File: config.mk
export PLATFORM = sky130hd
export DESIGN_NAME = tristate_bus_arbiter
export DESIGN_NICKNAME = d
export VERILOG_FILES = /design/src/rtl/tristate_bus_arbiter.sv
export SDC_FILE = /design/constraint.sdc
export NUM_CORES = 1
export LEC_CHECK = 0
export ABC_AREA = 1
export CAP_MARGIN = 20
export CORE_MARGIN = 2
export CORE_UTILIZATION = 27
export DETAILED_ROUTE_END_ITERATION = 8
export PLACE_DENSITY_LB_ADDON = 0.08
export SLEW_MARGIN = 20
export SYNTH_ARGS = -nofsm -noshare
export SYNTH_HDL_FRONTEND = slang
export SYNTH_SLANG_ARGS = --single-unit
File: constraint.sdc
create_clock -name clk -period 4.7 [get_ports clk]
set_input_delay 1.41 -clock clk [delete_from_list [all_inputs] [get_ports clk]]
set_output_delay 1.41 -clock clk [all_outputs]
set_load 0.1 [all_outputs]
File: src/rtl/tristate_bus_arbiter.sv
// Round-robin owner selection for a shared tristate bus: one-hot driver enables,
// enforced turnaround gap between owners and a bounded hold time per owner.
module tristate_bus_arbiter #(
  parameter int N        = 4,
  parameter int MAX_HOLD = 8,
  parameter int TURN_CYC = 1
) (
  input  logic                 clk,
  input  logic                 reset,
  input  logic [N-1:0]         req,
  output logic [N-1:0]         grant,
  output logic [$clog2(N)-1:0] owner,
  output logic                 busy,
  output logic                 timeout
);

  localparam int              OW       = $clog2(N);
  localparam logic [7:0]      HOLD_MAX = 8'(MAX_HOLD);
  localparam logic [1:0]      TURN_MAX = 2'(TURN_CYC);
  localparam logic [OW-1:0]   LAST_RST = OW'(N - 1);

  typedef enum logic [1:0] {IDLE, OWN, TURN} state_e;

  state_e        state_q, state_d;
  logic [N-1:0]  grant_q, grant_d;
  logic [OW-1:0] owner_q, owner_d;
  logic [OW-1:0] last_q, last_d;
  logic          busy_q, busy_d;
  logic          timeout_q, timeout_d;
  logic [7:0]    hold_q, hold_d;
  logic [1:0]    turn_q, turn_d;

  logic [OW-1:0] sel, cand;
  logic          found;

  // Scan upward from the slot after the previous owner, wrapping at N.
  always_comb begin
    sel   = '0;
    cand  = '0;
    found = 1'b0;
    for (int i = 1; i <= N; i++) begin
      cand = OW'((int'(last_q) + i) % N);
      if (!found && req[cand]) begin
        found = 1'b1;
        sel   = cand;
      end
    end
  end

  always_comb begin
    // NOTE: every *_d gets a default before the case so no path leaves it unassigned (no latches).
    state_d   = state_q;
    grant_d   = grant_q;
    owner_d   = owner_q;
    last_d    = last_q;
    hold_d    = hold_q;
    turn_d    = turn_q;
    timeout_d = 1'b0;
    unique case (state_q)
      IDLE: begin
        if (found) begin
          state_d      = OWN;
          grant_d      = '0;
          grant_d[sel] = 1'b1;
          owner_d      = sel;
          last_d       = sel;
          hold_d       = 8'd1;
        end
      end
      OWN: begin
        // Release on a dropped request or when the hold budget is spent; still
        // requesting at that point means the release was forced.
        if (!req[owner_q] || hold_q == HOLD_MAX) begin
          state_d   = TURN;
          grant_d   = '0;
          owner_d   = '0;
          hold_d    = '0;
          turn_d    = 2'd1;
          timeout_d = req[owner_q];
        end else if (hold_q != 8'hFF) begin
          hold_d = hold_q + 8'd1;
        end
      end
      TURN: begin
        if (turn_q >= TURN_MAX) begin
          state_d = IDLE;
          turn_d  = '0;
        end else begin
          turn_d = turn_q + 2'd1;
        end
      end
      default: state_d = IDLE;
    endcase
    busy_d = |grant_d;
  end

  always_ff @(posedge clk) begin
    // NOTE: state is updated with non-blocking assignments so all flops sample pre-edge values.
    if (reset) begin
      state_q   <= IDLE;
      grant_q   <= '0;
      owner_q   <= '0;
      last_q    <= LAST_RST;
      busy_q    <= 1'b0;
      timeout_q <= 1'b0;
      hold_q    <= '0;
      turn_q    <= '0;
    end else begin
      state_q   <= state_d;
      grant_q   <= grant_d;
      owner_q   <= owner_d;
      last_q    <= last_d;
      busy_q    <= busy_d;
      timeout_q <= timeout_d;
      hold_q    <= hold_d;
      turn_q    <= turn_d;
    end
  end

  assign grant   = grant_q;
  assign owner   = owner_q;
  assign busy    = busy_q;
  assign timeout = timeout_q;

endmodule

==> impl_metrics.tcl <==
set metrics [dict create \
    status "finished, final reports clean" \
    grt_max_degree 15 \
    max-cap-violations 0 \
    port_buffers 13 \
    crit_path_start_kind "flip-flop" \
    path_class "reg2out" \
    synthToLayoutAreaGrowth_pct 17.7 \
    irDropWorstVdd_v 0.000200 \
    r2r_start "last_q[0]$_SDFFE_PP1P_" \
    grt_first_pass_wirelength_um 5580 \
    hold_ws_ns 0.492 \
    async_flop_share_pct 0 \
    synth_most_common_cell "nand2_1" \
    initial_core_util_pct 28.0 \
    cts_tree "built" \
    rsz0062_at_grt "no" \
    cp_cell_sequence "clkdlybuf4s50_1" \
    viasPerCell 4.26 \
    post_cts_buffers 0 \
    ys_seq_area_share_pct 31.0 \
    nets 243 \
    synth_cells 220 \
    ys_ff_latch 22 \
    critPathMaxFanout 5 \
    finalMaxSlewViolations 0 \
    clk_pin_slew_ns 0.09 \
    worst_pin_slew_ns 0.970 \
    core_area_um2 5070 \
    route.detailed.drc 0 \
    cts_resized 0 \
    vias 1291 \
    p_leak_nw 0.736 \
    worstSetupEndpointType "output port" \
    hpwlAfterDp_um 2480 \
    worstHoldPathType "reg2reg" \
    antenna_left 0 \
    antennaDiodeCount 0 \
    die_y_um 76.5 \
    max_freq_ghz 0.308 \
    clock_path_buffers 2 \
    num_rows 26 \
    clk_latency_ns 0.27 \
    wl_per_cell_um 10.5 \
    cpLargestDelayFamily "buffers and inverters" \
    syn_avg_cell_area_um2 6.45 \
    fin_setup_tns_ns 0 \
    final_cell_area_um2 1670 \
    ys_warn_count 0 \
    groute.usage.overall_pct 11.9 \
    arrival_ns 1.83 \
    synth-main-ff-cell "dfxtp_1" \
    drive_above_1_share_pct 13.7 \
    cp_slowest_cell "clkdlybuf4s50_1" \
    ioPinCount 14 \
    drtIter0Drc 47 \
    cts_root_buf "clkbuf_8" \
    grt.overflow.total 0 \
    die_area_um2 5850 \
    placed_cell_area_um2 1600 \
    slowest_delay_ns 1.16 \
    cts.sinks 22 \
    path_buf_inv 1 \
    first_global_vias 1239 \
    cts_made_buffers 3 \
    setup_violations 0 \
    ys_types 28 \
    synth_largest_area_cell "dfxtp_1" \
    synthTopCellsByCount "58 x nand2_1, 34 x inv_1, 31 x nor2_1" \
    synthTopCellsByArea "dfxtp_1 31%, nand2_1 15%, inv_1 9.0%" \
    synth_nets 229 \
    cts_hold_buf 0 \
    fin_crit_sh_pct 69.0 \
    layout_setup_ws_ns 1.46 \
    period_minus_slack_ns 3.24 \
    hold_start "turn_q[1]$_SDFFE_PP0P_" \
    routabilityCongestion 0.741 \
    slew-limit-headroom_pct 35.1 \
    synth-edff-count 0 \
    post-place-ws_ns 1.22 \
    syn-cell-area_um2 1420 \
    hold_viol_final 0 \
    cts_max_level 1 \
    fin_worst_skew_ns 0.00747 \
    p_per_area_nw_per_um2 747 \
    antenna_found_initial 0 \
    drtPass1Iterations 4 \
    required_ns 3.29 \
    die_x_um 76.5 \
    synth_top_area_share_pct 31.0 \
    startpoint "owner[0]$_SDFFE_PP0P_" \
    routed_wirelength_um 3170 \
]
## state kept, by name, indices dropped and copies added, names as in the netlist
register,count
busy,1
turn_q,2
last_q,2
state_q,2
owner,2
hold_q,8
timeout,1
grant,4
## layout make-up
| type | count | area, um^2 |
|---|---|---|
| Clock buffer | 3 | 41.3 |
| Sequential cell | 22 | 440 |
| Clock inverter | 1 | 30.0 |
| Tap cell | 70 | 87.6 |
| Inverter | 39 | 153 |
| Timing Repair Buffer | 13 | 130 |
| Fill cell | 572 | 3400 |
| Multi-Input combinational cell | 155 | 788 |
## worst reg2reg max path: stages (launching register included)
cell and delay, ns:
dfxtp_1 0.54, inv_4 0.13, nand2_1 0.08, nand2_1 0.07, nor2_1 0.14, nor2_1 0.09
nand3_4 0.11, nor3_2 0.05, nor2_2 0.41, inv_2 0.13, o21ai_0 0.18, a21oi_1 0.06
## report_power, final
| part | internal [mW] | switching [mW] | leakage [nW] |
|---|---|---|---|
| sequential | 0.238 | 0.0485 | 0.180 |
| clock | 0.114 | 0.0665 | 0.0357 |
| combinational | 0.215 | 0.566 | 0.520 |
| total | 0.566 | 0.681 | 0.736 |
## metrics by stage
step           power [mW]  utilization (%)  std cells
2_1_floorplan       0.939                -        220
3_3_place_gp         1.09             31.5        299
3_5_place_dp         1.08             31.5        299
4_1_cts              1.27             32.9        303
5_1_grt              1.38             32.9        303
6_report             1.25             32.9        303
## layer usage
layer	track usage, %	vias to the layer above	part of all wire [%]
li1	-	706	-
met1	15.1	566	50
met2	20.1	15	46
met3	1.54	4	2.7
met4	5.45	0	1.5
met5	0	-	0
## path summary, 6_finish.rpt
check                      endpoint  slack [ns]  depth (start not counted)
max reg2reg  hold_q[4]$_SDFFE_PP0P_        2.61                         11
max                        owner[0]        1.46                          1
min          turn_q[1]$_SDFFE_PP0P_        0.49                          2
min reg2reg  turn_q[1]$_SDFFE_PP0P_        0.49                          2
## cell usage in the layout (no fill, tap or decap), types with 5 or more instances in the layout
cell type	synthesis	final
nand4_1	5	5
nor2_1	31	31
nand3_1	11	11
nand2_1	58	58
nand2_2	9	9
dfxtp_1	22	22
clkdlybuf4s50_1	0	13
inv_1	34	34
a21oi_1	8	8
o21ai_0	7	7
## logic make-up (layout without fill, tap and decap cells)
| logic type | count (synthesis) | count (layout) | synth area share [%] |
|---|---|---|---|
| adders and majority gates | 3 | 3 | 2.65 |
| buffers and inverters | 43 | 56 | 13.4 |
| AOI/OAI and AO/OA | 23 | 23 | 9.44 |
| xor gates and xnor gates | 1 | 1 | 0.617 |
| and+or+nand+nor | 128 | 128 | 42.9 |
| DFF | 22 | 22 | 31.0 |
(Power assumes the default switching activity.)
